### config.mk
export PLATFORM = sky130hd
export DESIGN_NAME = atomic_rmw_unit
export DESIGN_NICKNAME = d
export VERILOG_FILES = /design/src/rtl/atomic_rmw_pkg.sv /design/src/rtl/rr_arbiter.sv /design/src/rtl/atomic_rmw_unit.sv
export SDC_FILE = /design/constraint.sdc
export NUM_CORES = 1
export LEC_CHECK = 0
export BUFFER_PORTS_ARGS = -buffer_cell sky130_fd_sc_hd__buf_4
export CAP_MARGIN = 5
export CORE_MARGIN = 2
export CORE_UTILIZATION = 57
export DETAILED_ROUTE_END_ITERATION = 8
export PLACE_DENSITY_LB_ADDON = 0.1
export SETUP_SLACK_MARGIN = 0.1
export SLEW_MARGIN = 0
export SYNTH_ARGS = -nofsm -noshare
export SYNTH_HDL_FRONTEND = slang
export SYNTH_HIERARCHICAL = 1
export SYNTH_SLANG_ARGS = --single-unit
### constraint.sdc
create_clock -name clk -period 10.85 [get_ports clk]
set_clock_uncertainty 0.2 [all_clocks]
set_input_delay 2.17 -clock clk [delete_from_list [all_inputs] [get_ports clk]]
set_output_delay 2.17 -clock clk [all_outputs]
set_load 0.02 [all_outputs]
### src/rtl/atomic_rmw_pkg.sv
// atomic_rmw_pkg: op encodings and field-width helpers shared by atomic_rmw_unit and its arbiter
package atomic_rmw_pkg;
    localparam int OP_W = 2;
    typedef enum logic [OP_W-1:0] {
        OP_INC  = 2'd0,
        OP_ADD  = 2'd1,
        OP_SWAP = 2'd2,
        OP_CAS  = 2'd3
    } op_e;
    function automatic int idx_width(input int n);
        return (n > 1) ? $clog2(n) : 1;
    endfunction
endpackage

### src/rtl/rr_arbiter.sv
// rr_arbiter: combinational round-robin arbiter; one-hot grant plus index, pointer moves past each grant
module rr_arbiter #(
    parameter int NUM_CLIENTS = 4,
    parameter int CW          = 2
) (
    input  logic                   clk,
    input  logic                   rst_n,
    input  logic [NUM_CLIENTS-1:0] req,
    input  logic                   advance,
    output logic [NUM_CLIENTS-1:0] grant,
    output logic [CW-1:0]          grant_idx
);
    logic [CW-1:0] ptr;
    function automatic int slot(input logic [CW-1:0] p, input int k);
        return (int'(p) + k) % NUM_CLIENTS;
    endfunction
    // Scan from the farthest offset down so the client nearest the pointer wins.
    always_comb begin
        grant     = '0;
        grant_idx = '0;
        for (int k = NUM_CLIENTS - 1; k >= 0; k--) begin
            if (req[slot(ptr, k)]) begin
                grant     = NUM_CLIENTS'(1) << slot(ptr, k);
                grant_idx = CW'(slot(ptr, k));
            end
        end
    end
    always_ff @(posedge clk or negedge rst_n) begin
        if (!rst_n)
            ptr <= '0;
        else if (advance && |req)
            ptr <= (grant_idx == CW'(NUM_CLIENTS - 1)) ? '0 : grant_idx + 1'b1;
    end
endmodule

### src/rtl/atomic_rmw_unit.sv
// atomic_rmw_unit: multi-client atomic INC/ADD/SWAP/CAS on a counter array, one commit per cycle, 1-cycle response
// Define ATOMIC_RMW_SAT_EN to make INC/ADD saturate at all-ones instead of wrapping.
module atomic_rmw_unit
    import atomic_rmw_pkg::*;
#(
    parameter int NUM_CLIENTS = 4,
    parameter int NUM_CTRS    = 8,
    parameter int DATA_W      = 32,
    parameter int IDX_W       = 3,
    parameter int CID_W       = 2
) (
    input  logic                          clk,
    input  logic                          rst_n,
    input  logic [NUM_CLIENTS-1:0]        req_valid,
    output logic [NUM_CLIENTS-1:0]        req_ready,
    input  logic [OP_W*NUM_CLIENTS-1:0]   req_op,
    input  logic [IDX_W*NUM_CLIENTS-1:0]  req_idx,
    input  logic [DATA_W*NUM_CLIENTS-1:0] req_operand,
    input  logic [DATA_W*NUM_CLIENTS-1:0] req_compare,
    output logic                          rsp_valid,
    output logic [CID_W-1:0]              rsp_client,
    output logic [DATA_W-1:0]             rsp_value,
    output logic                          rsp_success,
    output logic                          rsp_err
);
    logic [NUM_CLIENTS-1:0] grant;
    logic [CID_W-1:0]       g;
    op_e                    op;
    logic [IDX_W-1:0]       idx;
    logic [DATA_W-1:0]      operand, compare, old, addend, add_val, new_val;
    logic                   in_range, cas_hit, fire;
    logic [DATA_W-1:0]      ctr [NUM_CTRS];
`ifdef ATOMIC_RMW_SAT_EN
    logic [DATA_W:0]        sum;
`endif
    rr_arbiter #(.NUM_CLIENTS(NUM_CLIENTS), .CW(CID_W)) u_arb (
        .clk       (clk),
        .rst_n     (rst_n),
        .req       (req_valid),
        .advance   (rst_n),
        .grant     (grant),
        .grant_idx (g)
    );
    assign req_ready = grant & {NUM_CLIENTS{rst_n}};
    assign fire      = |req_ready;
    // Single-cycle RMW straight off the register array, so back-to-back ops need no forwarding.
    always_comb begin
        op       = op_e'(req_op[g*OP_W +: OP_W]);
        idx      = req_idx[g*IDX_W +: IDX_W];
        operand  = req_operand[g*DATA_W +: DATA_W];
        compare  = req_compare[g*DATA_W +: DATA_W];
        in_range = int'(idx) < NUM_CTRS;
        old      = in_range ? ctr[idx] : '0;
        addend   = (op == OP_INC) ? DATA_W'(1) : operand;
`ifdef ATOMIC_RMW_SAT_EN
        sum      = {1'b0, old} + {1'b0, addend};
        add_val  = sum[DATA_W] ? '1 : sum[DATA_W-1:0];
`else
        add_val  = old + addend;
`endif
        cas_hit  = old == compare;
        new_val  = (op == OP_SWAP || (op == OP_CAS && cas_hit)) ? operand :
                   (op == OP_CAS) ? old : add_val;
    end
    always_ff @(posedge clk or negedge rst_n) begin
        if (!rst_n) begin
            for (int i = 0; i < NUM_CTRS; i++) ctr[i] <= '0;
            rsp_valid   <= 1'b0;
            rsp_client  <= '0;
            rsp_value   <= '0;
            rsp_success <= 1'b0;
            rsp_err     <= 1'b0;
        end else begin
            rsp_valid <= fire;
            if (fire) begin
                rsp_client  <= g;
                rsp_value   <= old;
                rsp_success <= in_range && (op != OP_CAS || cas_hit);
                rsp_err     <= !in_range;
                if (in_range) ctr[idx] <= new_val;
            end
        end
    end
endmodule

Word level (Yosys, flattened, before mapping)
Cells that the tools add are included.
Widths: inputs -> output; s select.
{"block": "op_classes", "add_sub_neg": 5, "mul": 1, "n_lt_le_gt_ge": 6, "eq_ne": 5, "shift": 8, "mux": 29, "bitwise": 5, "n_reduce_logical": 11}
{"op": "$bwmux 256", "count": 1}
{"op": "$shiftx 128x8->32", "count": 2}
{"op": "$mux 32", "count": 6}
{"op": "$bmux 32 s3", "count": 1}
{"op": "$demux 32 s3", "count": 1}
{"op": "$shl 1x32->4 const A", "count": 3}
{"op": "$add 32x32->32", "count": 1}
{"op": "$eq 32x32->1", "count": 1}
{"op": "$mux 4", "count": 4}
{"op": "$lt 3x4->1 const B", "count": 3}
{"op": "$shiftx 12x5->3", "count": 1}
{"op": "$mux 2", "count": 5}
{"op": "$bmux 1 s2", "count": 4}
{"op": "$reduce_or 4->1", "count": 2}
{"op": "$shiftx 8x4->2", "count": 1}
{"op": "$mux 1", "count": 7}
{"op": "$eq 2x2->1 const B", "count": 3}
{"op": "$reduce_or 2->1", "count": 3}
{"op": "$add 2x1->2 const B", "count": 2}
{"op": "$add 2x2->2 const B", "count": 2}
{"op": "$and 4x4->4", "count": 1}
{"op": "$ge 4x4->1 const B", "count": 1}
{"op": "$lt 4x1->1 const B", "count": 1}
{"op": "$mul 2x2->4 const B", "count": 1}
{"op": "8 further kinds", "count": 13}
{"block": "word_totals", "reg_bits": 294, "in_bits": 282, "out_inout_bits": 41, "elab_cells": 83}

Depth between registers and ports, before layout
Gate-level depths: netlist of run 1.
{"block": "logic_depth", "word_depth": 21, "mapped_depth": 31, "ltp_nobuf": 25}

Hierarchy
Netlist of run 1, hierarchy kept.
{"module": "atomic_rmw_unit", "n_inst": 1, "cells_per_inst": 1763, "area_each_um2": 17489.3, "seq_area_each_um2": 7307.0}
{"module": "rr_arbiter", "n_inst": 1, "cells_per_inst": 58, "area_each_um2": 551.8, "seq_area_each_um2": 50.0}

Worst setup path before layout of run 1
Ideal clock, no wire load.
{"block": "synth_path", "kind": "input-to-reg", "start": "input req_valid[0]", "end": "register ctr[127] in the netlist's numbering", "setup_time_ps": 66, "arrival_ps": 8635, "required_ps": 10584, "slack_ps": 1950, "stages": 24, "path_buffers": 5, "path_cell_list": "mux2_4 > mux2i_1 > a21oi_1 > a2bb2oi_2 > inv_2 > buf_4 > buf_2 > buf_1 > clkbuf_1 > buf_1 > mux4_2 > nor2b_1 > ha_1 > a21o_1 > a21o_1 > a21o_1 > a221o_1 > o21a_1 > o211ai_1 > a21oi_1 > or4_1 > a41o_1 > o2bb2ai_1 > mux2_2"}
{"block": "synth_via", "elab_chain_len": 18, "elab_cells_between_ends": 46, "cone_classes": "add/sub: 1; mul: 1; order compare: 2; eq/ne: 3; shift: 4; mux: 28; bitwise: 2; reduce/logical: 5"}
{"element": "start: declaration", "line": "atomic_rmw_unit.sv:14", "rtl": "input logic [NUM_CLIENTS-1:0] req_valid,"}
{"element": "$bmux 1 s2", "line": "rr_arbiter.sv:22", "rtl": "if (req[slot(ptr, k)]) begin"}
{"element": "$mux 1 (not written as such) (2 in a row)", "line": "rr_arbiter.sv:22"}
{"element": "$mux 2 (3 in a row)", "line": "rr_arbiter.sv:22"}
{"element": "$mux 2 (*)", "line": "rr_arbiter.sv:22"}
{"element": "via g[0]", "line": "atomic_rmw_unit.sv:27", "rtl": "logic [CID_W-1:0] g;"}
{"element": "branches (longest 10 deep; another with $add 32x32->32)"}
{"element": "$bwmux 256 (*)", "line": "atomic_rmw_unit.sv:80", "rtl": "if (in_range) ctr[idx] <= new_val;"}
{"element": "end signal: indexed assignment", "line": "atomic_rmw_unit.sv:80"}
{"element": "end: declaration", "line": "atomic_rmw_unit.sv:32", "rtl": "logic [DATA_W-1:0] ctr [NUM_CTRS];"}
Mark *: on every way through the listed nets, which the timed path passes. The select of a mux whose other input is x is not followed.
A chain may end at the register's enable or synchronous reset.

Worst setup path in the final report of run 1
{"block": "layout_path", "start": "input req_valid[0]", "end": "register ctr[127] in the netlist's numbering"}
{"block": "layout_via", "elab_chain_len": 18, "elab_cells_between_ends": 46, "cone_classes": "add/sub: 1; mul: 1; order compare: 2; eq/ne: 3; shift: 4; mux: 28; bitwise: 2; reduce/logical: 5"}
{"element": "$bmux 1 s2", "line": "rr_arbiter.sv:22"}
{"element": "$mux 1 (not written as such) (2 in a row)", "line": "rr_arbiter.sv:22"}
{"element": "$mux 2 (3 in a row)", "line": "rr_arbiter.sv:22"}
{"element": "$mux 2 (*)", "line": "rr_arbiter.sv:22"}
{"element": "via g[1]", "line": "atomic_rmw_unit.sv:27"}
{"element": "$mul 2x2->4 (*)", "line": "atomic_rmw_unit.sv:49", "rtl": "idx = req_idx[g*IDX_W +: IDX_W];"}
{"element": "$shiftx 12x5->3 (*)", "line": "atomic_rmw_unit.sv:49"}
{"element": "$not 3->4 (not written as such) (*)", "line": "atomic_rmw_unit.sv:53", "rtl": "old = in_range ? ctr[idx] : '0;"}
{"element": "$bmux 32 s3 (*)", "line": "atomic_rmw_unit.sv:53"}
{"element": "$mux 32 (not written as such) (*) (2 in a row)", "line": "atomic_rmw_unit.sv:53"}
{"element": "via old[0]", "line": "atomic_rmw_unit.sv:30", "rtl": "logic [DATA_W-1:0] operand, compare, old, addend, add_val, new_val;"}
{"element": "branches (longest 3 deep; another with $add 32x32->32)"}
{"element": "$mux 32 (*)", "line": "atomic_rmw_unit.sv:62", "rtl": "new_val = (op == OP_SWAP || (op == OP_CAS && cas_hit)) ? operand :"}
{"element": "$bwmux 256 (*)", "line": "atomic_rmw_unit.sv:80"}
Marked as above.

==> results of run 1 <==
-- sequential cells by signal, summed over array words and instances (netlist names) --
name         flops
ctr            256
rsp_client       2
rsp_success      1
rsp_valid        1
rsp_value       32
u_arb/ptr        2
-- worst min-delay path: cells and delay by family, from the launching register on --
| family | cells | cell delay (ns) |
|---|---|---|
| flip-flops | 1 | 0.34 |
| AO/OA/AOI/OAI | 1 | 0.06 |
| AND/OR/NAND/NOR | 1 | 0.04 |
-- kinds of logic after synthesis --
family                   synth area share (%)
XOR/XNOR                                2.185
flip-flops                              40.78
multiplexers                            18.93
AND/OR/NAND/NOR                         13.65
buffers and inverters                   3.932
other                                 0.02079
AO/OA/AOI/OAI                           17.69
adder cells (fa/ha/maj)                 2.816
-- metrics by stage --
step,instance area [um2],utilization [%]
after CTS,21770,69.35
after global placement,20790,66.23
final,21770,69.36
after floorplan,18040,-
after global routing,21770,69.36
after detailed placement,20790,66.23
-- metal layers --
layer  up-vias  routed length (um)  part of all wire [%]  track usage (%)
met5         -                  37                 0.059                0
met4         6                2615                   4.2            13.84
met3       142                5437                   8.7            6.939
met2       771               28080                    45            58.53
met1      7918               26280                    42            53.76
li1       7197                   -                     -                -
-- cell usage in the layout (no fill, tap or decap), types with 17 or more instances in the layout --
cell | synthesis | routed
dfrtp_1 | 294 | 294
mux2i_4 | 18 | 18
nor2_1 | 71 | 70
ha_1 | 39 | 39
nand2_1 | 303 | 295
mux2_2 | 44 | 44
inv_1 | 47 | 47
clkbuf_16 | 0 | 31
mux4_2 | 71 | 70
buf_4 | 5 | 362
xnor2_1 | 36 | 36
o21ai_1 | 145 | 145
nor2b_1 | 39 | 39
a21oi_1 | 68 | 68
a21o_1 | 17 | 17
o21ai_0 | 133 | 133
nand3_1 | 21 | 21
nor3_1 | 20 | 20
mux2i_1 | 85 | 85
-- path summary, 6_finish.rpt --
| kind | startpoint | to | slack, ns | depth (start not counted) |
|---|---|---|---|---|
| worst max-delay path | req_valid[0] | ctr[127] | 1.47 | 23 |
| worst min-delay path | ctr[68] | ctr[68] | 0.27 | 2 |
| worst max register to register | u_arb/ptr[0] | ctr[127] | 1.78 | 24 |
| worst min register to register | ctr[68] | ctr[68] | 0.27 | 2 |
| max in group asynchronous | rst_n | ctr[199] | 5.84 | 4 |
| min in group asynchronous | rst_n | rsp_client[1] | 1.44 | 1 |
-- final cells by class --
class | instances | area [um2]
Clock buffer | 37 | 818.3
Multi-Input combinational cell | 1358 | 10010
Timing Repair Buffer | 363 | 2733
Sequential cell | 294 | 7357
Tap cell | 402 | 503.0
Fill cell | 2505 | 9618
Inverter | 49 | 186.4
Antenna cell | 2 | 5.005
Clock inverter | 17 | 161.4
==> flow_metrics.tcl, run 1 <==
set metrics [dict create \
    outcome "completed" \
    async_flop_share_pct 100.0 \
    num_io_pins 323 \
    cp.required_ns 11.15 \
    cts.sinks 294 \
    clock_path_buffers 3 \
    h-tree-depth 1 \
    core_mm2 0.03139 \
    gr-total-overflow 0 \
    drive_above_1_share_pct 27.76 \
    path_class "in2reg" \
    fin_tns_setup_ns 0 \
    synthTopCellsByCount "303 x nand2_1, 294 x dfrtp_1, 145 x o21ai_1" \
    drc_errors 0 \
    drtIter0Drc 1589 \
    cts_setup_buffers 0 \
    crit_family "compound AO/OA/AOI/OAI gates" \
    die_w_um 181.9 \
    worstPathArrival_ns 9.68 \
    vias 16030 \
    synth_area_per_cell_um2 9.907 \
    port_buffers 321 \
    synth.most_common_cell "nand2_1" \
    syn_area_mm2 0.01804 \
    grt_first_pass_wirelength_mm 94.81 \
    finalSetupViolCount 0 \
    grt_max_degree 94 \
    path_max_fanout 39 \
    max_stage_delay_ns 0.93 \
    mappedNetlistNets 2143 \
    cts_resized 0 \
    area_growth_pct 20.69 \
    cp_num_buf_inv 3 \
    clock_latency_ns 0.58 \
    cp-end-kind "flip-flop" \
    gp_congestion 0.9327 \
    slew_headroom_pct 23.39 \
    clkTransAtPathRegs_ns 0.06 \
    synth-edff-count 0 \
    start_util_pct 57.47 \
    dr.pass1.iters 6 \
    crit_slowest_cell "mux4_4" \
    fin_ws_ns 1.467 \
    fp.dieH_um 181.9 \
    place_hpwl_mm 46.15 \
    yosys.area.top_type "dfrtp_1" \
    fin_crit_ns 9.383 \
    cts_buffers 31 \
    ys.flop_type "dfrtp_1" \
    cts_hold_buffers 0 \
    hold_viol_final 0 \
    routedWlPerCell_um 24.76 \
    dp.cells 2466 \
    rsz0062_at_grt "no" \
    grt_pass1_vias 15520 \
    hp-class "reg2reg" \
    stdcell_count 2522 \
    cp_cell_sequence "buf_4 -> mux2_4 -> o2bb2ai_2 -> and2_4 -> nor4_4 -> mux4_4 -> and3b_1 -> buf_4 -> and2_1 -> a2111oi_2 -> inv_1 -> ha_1 -> a21o_1 -> a21oi_1 -> o21ai_0 -> and4b_1 -> o21a_1 -> o211ai_1 -> a21oi_1 -> or4_1 -> a41o_1 -> o2bb2ai_1 -> mux2_2" \
    synthDistinctLibCells 86 \
    synth_top_area_share_pct 40.78 \
    fin_crit_sh_pct 86.48 \
    drtAntennaViolNets 0 \
    antenna_found_initial 4 \
    syn_inst 1821 \
    drv_slew 0 \
    place_ws_ns 1.123 \
    ys_seq_area_share_pct 40.78 \
    final_nets 2419 \
    yosysWarnings 6 \
    grt_usage_pct 37.83 \
    fmax_mhz 106.6 \
    tightest_slew_ns 1.147 \
    finalHoldWorstSlack_ns 0.2741 \
    synthTopCellsByArea "dfrtp_1 41%, mux4_2 8.9%, nand2_1 6.3%" \
    cts_tree "yes" \
    ys_ff_latch 294 \
    die_area_mm2 0.03309 \
    maxCapViolCount 0 \
    row_count 65 \
    routed_wl_mm 62.45 \
    start_kind "input port" \
    root_buffer "clkbuf_16" \
    viasPerCell 6.358 \
]
Power of run 1 is not shown: default switching activity piles up to over one toggle a cycle in this logic, so the estimate is an artifact.
==> run 2, diff against run 1 <==
CAP_MARGIN = unset   (was 5)
PLACE_DENSITY = 0.81   (was unset)
PLACE_DENSITY_LB_ADDON = unset   (was 0.1)
SKIP_CTS_REPAIR_TIMING = 1   (was unset)
==> run 2 against run 1 <==
Compared with the run above: final cell count did not move; wire length fell by 0.37%; register-to-register slack got worse by 0.18 ns; die area unchanged; critical path depth decreased by 2; sequential share of layout area decreased by 0.19 points; fmax is 0.79% lower; worst setup slack got worse by 0.074 ns; global-route usage is 0.54 points lower; non-clock buffer count did not move; via count up 1.8%.
==> flow_metrics.tcl, run 2 (synthesis gave the netlist of run 1 again) <==
set metrics [dict create \
    multi_input_area_mm2 0.01002 \
    place_hpwl_mm 45.38 \
    path_common_cell "a21oi_1" \
    final_nets 2418 \
    cts_buffers 30 \
    min_from "ctr[3]" \
    drc_errors 0 \
    hold_path_end "ctr[3]" \
    core_mm2 0.03139 \
    postPlaceCellArea_mm2 0.02079 \
    reg.largest.list "ctr (256), rsp_value (32)" \
    drtAntennaViolNets 0 \
    finalSetupViolCount 0 \
    cts.sinks 294 \
    fin_tns_setup_ns 0 \
    maxCapViolCount 0 \
    dr.pass1.iters 6 \
    layout_commonest_cell "buf_4" \
    cp_cell_sequence "buf_4 -> mux2_4 -> mux2i_1 -> a21oi_1 -> a2bb2oi_2 -> inv_4 -> mux4_4 -> and3b_1 -> a222oi_1 -> inv_1 -> ha_1 -> a21oi_1 -> o21ai_0 -> and4b_1 -> o21a_1 -> o211ai_1 -> a21oi_1 -> or4_1 -> a41o_1 -> o2bb2ai_1 -> mux2_2" \
    num_io_pins 323 \
    grt_pass1_vias 15870 \
    cp.required_ns 11.15 \
    root_buffer "clkbuf_16" \
    top_register "ctr" \
    r2r_start "u_arb/ptr[0]" \
    port_buffers 321 \
    gp_congestion 0.9837 \
    drv_slew 0 \
    clkTransAtPathRegs_ns 0.06 \
    max_stage_delay_ns 1.22 \
    outcome "completed" \
    rr_endpoint "ctr[159]" \
    fin_crit_sh_pct 87.16 \
    area_growth_pct 21.38 \
    routed_wl_mm 62.22 \
    start_util_pct 57.47 \
    slew_headroom_pct 5.506 \
    hold_depth 2 \
    rsz0062_at_grt "no" \
    start_kind "input port" \
    fp.dieH_um 181.9 \
    path_class "in2reg" \
    cts_tree "yes" \
    viasPerCell 6.470 \
    row_count 65 \
    crit_family "compound AO/OA/AOI/OAI gates" \
    grt_usage_pct 37.30 \
    stdcell_area_mm2 0.02190 \
    fin_crit_ns 9.457 \
    largest_register_ffs 256 \
    drtIter0Drc 2114 \
    fin_ws_ns 1.393 \
    die_area_mm2 0.03309 \
    hold_viol_final 0 \
    vias 16320 \
    cp-end-kind "flip-flop" \
    final_cell_mix "362 x buf_4, 295 x nand2_1, 294 x dfrtp_1" \
    clock_path_buffers 3 \
    grt_first_pass_wirelength_mm 93.79 \
    crit_slowest_cell "a222oi_1" \
    h-tree-depth 1 \
    hp-class "reg2reg" \
    grt_max_degree 80 \
    ff2ff_setup_slack_ns 1.60 \
    gr-total-overflow 0 \
    cp_num_buf_inv 3 \
    antenna_found_initial 2 \
    r2r_cells 21 \
    path_max_fanout 38 \
    drive_above_1_share_pct 27.90 \
    tightest_slew_ns 1.417 \
    nFillCells 2343 \
    fmax_mhz 105.7 \
    place_ws_ns 1.128 \
    routedWlPerCell_um 24.67 \
    register_area_mm2 0.007357 \
    clock_latency_ns 0.59 \
    worstPathArrival_ns 9.76 \
    die_w_um 181.9 \
]
## run 2: cell types whose count changed in the layout (fill, tap and decap cells not counted), moves of 2 or more
cell       previous run  this run
bufinv_16             2         5
clkbuf_1              4         2
clkbuf_8              2         9
clkinv_2              8         5
clkinv_8              0         2
inv_6                 5         0
## run 2: area by class of cell
type	count	share of cell area, %
multi-input combinational	1358	45.74
sequential	294	33.60
timing repair buffer	363	12.48
clock buffer	41	4.028
tap	402	2.297
clock inverter	13	0.9885
inverter	49	0.8513
antenna	2	0.02285
## run 2: per-stage QoR
step / util (%) / std cells / hold slack [ns]
2_1_floorplan: - / 1821 / 0.2418
6_report: 69.76 / 2522 / 0.2739
5_1_grt: 69.75 / 2521 / 0.2922
4_1_cts: 69.74 / 2520 / 0.2754
3_5_place_dp: 66.24 / 2466 / 0.2617
3_3_place_gp: 66.24 / 2466 / 0.2531
## run 2: metal layers
metal / track usage, % / share of wire, % / vias up
met1: 49.57 / 39 / 8029
met5: 0 / 0 / -
li1: - / - / 7166
met2: 58.96 / 46 / 956
met4: 16.00 / 4.6 / 0
met3: 8.885 / 11 / 167
## run 2: worst max-delay path by stage
stage                       startpoint        to  slack (ns)  depth (start not counted)
after CTS                 req_valid[0]  ctr[255]        1.65                         22
final                     req_valid[0]  ctr[159]        1.39                         21
after detailed placement  req_valid[0]   ctr[63]        1.13                         22
after global placement    req_valid[0]  ctr[191]        1.31                         22
after global routing      req_valid[0]  ctr[255]        1.08                         22
after floorplan           req_valid[0]  ctr[127]        1.95                         24
## run 2: worst min-delay path, cell delays in order, from the launching register on
cell and delay (ns):
dfrtp_1 0.34, nand2_1 0.04, o21ai_0 0.06
Power of run 2 is left out for the same reason.
==> run 3, diff against run 2 <==
ABC_AREA = 1   (was unset)
CORE_UTILIZATION = 59   (was 57)
PLACE_DENSITY = 0.82   (was 0.81)
==> run 3 against run 2 <==
Compared with the run above: flip-flop and latch count stayed put; worst hold slack worse by 0.0062 ns; non-clock buffer count is 7 lower; global-route usage is 5.1 points higher; highest routed layer unchanged; critical endpoint is now ctr[246].
==> flow_metrics.tcl, run 3 <==
set metrics [dict create \
    drv_slew 0 \
    gr-total-overflow 0 \
    grt_pass1_vias 21340 \
    drtAntennaViolNets 0 \
    die_w_um 192.6 \
    gp_congestion 1.018 \
    cp.required_ns 11.08 \
    clkTransAtPathRegs_ns 0.06 \
    nFillCells 3021 \
    layout_commonest_cell "nand2_1" \
    start_util_pct 59.44 \
    async_flop_share_pct 100.0 \
    die_area_mm2 0.03710 \
    grt_usage_pct 42.40 \
    row_count 69 \
    fp.dieH_um 192.6 \
    final_nets 3665 \
    use_met3_pct 13.58 \
    maxCapViolCount 0 \
    num_io_pins 323 \
    synthTopCellsByCount "1,278 x nand2_1, 402 x nand3_1, 294 x dfrtp_1" \
    dr.pass1.iters 6 \
    start_kind "input port" \
    final_cell_mix "1,275 x nand2_1, 402 x nand3_1, 355 x buf_4" \
    path_class "in2reg" \
    drc_errors 0 \
    top_register "ctr" \
    finalSetupViolCount 0 \
    reg.largest.list "ctr (256), rsp_value (32)" \
    routedWlPerCell_um 20.88 \
    syn_inst 3118 \
    synth.most_common_cell "nand2_1" \
    h-tree-depth 2 \
    vias 23170 \
    syn_area_mm2 0.02099 \
    area_growth_pct 17.22 \
    max_stage_delay_ns 0.69 \
    synthTopCellsByArea "dfrtp_1 35%, nand2_1 23%, nand3_1 9.6%" \
    ys_ff_latch 294 \
    synth_top_area_share_pct 35.05 \
    largest_register_ffs 256 \
    cts.sinks 294 \
    antenna_found_initial 0 \
    fin_crit_sh_pct 83.21 \
    yosysWarnings 6 \
    routed_wl_mm 79.97 \
    yosys.area.top_type "dfrtp_1" \
    crit_slowest_cell "nand2_4" \
    fmax_mhz 110.8 \
    synth_area_per_cell_um2 6.732 \
    synthDistinctLibCells 51 \
    drive_above_1_share_pct 16.66 \
    hold_viol_final 0 \
    mappedNetlistNets 3440 \
    fin_tns_setup_ns 0 \
    clock_path_buffers 3 \
    rsz0062_at_grt "no" \
    worstPathArrival_ns 9.26 \
    cts_tree "yes" \
    slew_headroom_pct 21.00 \
    hp-class "reg2reg" \
    synth-edff-count 0 \
    path_common_cell "nand2_1" \
    fin_crit_ns 9.029 \
    cp-end-kind "flip-flop" \
    outcome "completed" \
    cp_num_buf_inv 6 \
    viasPerCell 6.052 \
    drtIter0Drc 2596 \
    grtUsageMet1_pct 54.32 \
    ys_seq_area_share_pct 35.05 \
    path_max_fanout 55 \
    ys.flop_type "dfrtp_1" \
    place_hpwl_mm 55.32 \
    crit_family "simple AND/OR/NAND/NOR gates" \
    clock_latency_ns 0.55 \
    grt-busiest-layer "met2" \
    port_buffers 321 \
    root_buffer "clkbuf_16" \
    use_met2_pct 64.85 \
    tightest_slew_ns 1.181 \
    grt_max_degree 96 \
    antenna_cells 0 \
    cts_buffers 34 \
    core_mm2 0.03531 \
    grt_first_pass_wirelength_mm 119.4 \
]
==> run 3: cell types whose count changed after synthesis, moves of 34 or more <==
| cell | change |
|---|---|
| mux2i_1 | -85 |
| a21oi_1 | +34 |
| o21ai_1 | -144 |
| mux2_2 | -44 |
| nor2b_1 | -39 |
| nor2_1 | +71 |
| nand3b_1 | +45 |
| mux4_2 | -71 |
| nand2_1 | +975 |
| nand3_2 | +41 |
| inv_1 | +202 |
| nand3_1 | +381 |
| o21ai_0 | -40 |
==> run 3: through the flow <==
| stage | cell area [um2] | hold slack, ns | utilization, % | setup WS [ns] | instances |
|---|---|---|---|---|---|
| final | 24600 | 0.2678 | 69.68 | 1.821 | 3829 |
| after global routing | 24600 | 0.2908 | 69.68 | 1.248 | 3829 |
| after CTS | 24600 | 0.2720 | 69.68 | 1.979 | 3829 |
| after detailed placement | 23440 | 0.2564 | 66.38 | 1.433 | 3768 |
| after global placement | 23440 | 0.2533 | 66.38 | 1.639 | 3768 |
| after floorplan | 20990 | 0.2404 | - | 3.647 | 3118 |
==> run 3: path summary, 6_finish.rpt <==
| path | slack [ns] | depth (start not counted) | from | to |
|---|---|---|---|---|
| max | 1.82 | 35 | req_valid[0] | ctr[246] |
| min | 0.27 | 2 | ctr[20] | ctr[20] |
| max reg2reg | 2.45 | 35 | u_arb/ptr[0] | ctr[246] |
| min reg2reg | 0.27 | 2 | ctr[20] | ctr[20] |
| max in group asynchronous | 6.38 | 4 | rst_n | rsp_value[19] |
| min in group asynchronous | 1.32 | 1 | rst_n | ctr[37] |
==> run 3: logic make-up (layout without fill, tap and decap cells) <==
family                   count (synthesis)  after routing  share of synthesized area [%]
XOR/XNOR                                19             19                         0.7928
AO/OA/AOI/OAI                          306            306                          8.996
adder cells (fa/ha/maj)                 40             40                          2.420
buffers and inverters                  439            689                          8.978
flip-flops                             294            294                          35.05
other                                    1              1                        0.01787
AND/OR/NAND/NOR                       2019           2019                          43.74
==> run 3: area by class of cell <==
type	count	area, um2	area share [%]
multi-input combinational	2385	11800	47.95
clock buffer	52	1040	4.226
inverter	272	1028	4.180
timing repair buffer	356	2680	10.89
tap	461	576.8	2.345
clock inverter	9	123.9	0.5035
sequential	294	7357	29.90
==> run 3: worst reg2reg max path: cells and delay by family (launching register included) <==
family | cells | cell delay, ns
fa+ha+maj | 3 | 1.05
simple gates | 20 | 3.56
flops | 1 | 0.71
compound gates | 5 | 1.51
xor+xnor | 1 | 0.14
buf+inv | 6 | 1.13
==> run 3: layer usage <==
metal / part of all wire [%] / vias to the layer above
met2: 44 / 1534
met1: 38 / 10860
li1: - / 10510
met3: 14 / 276
met5: 0 / -
met4: 4.8 / 0
Power of run 3 is left out for the same reason.
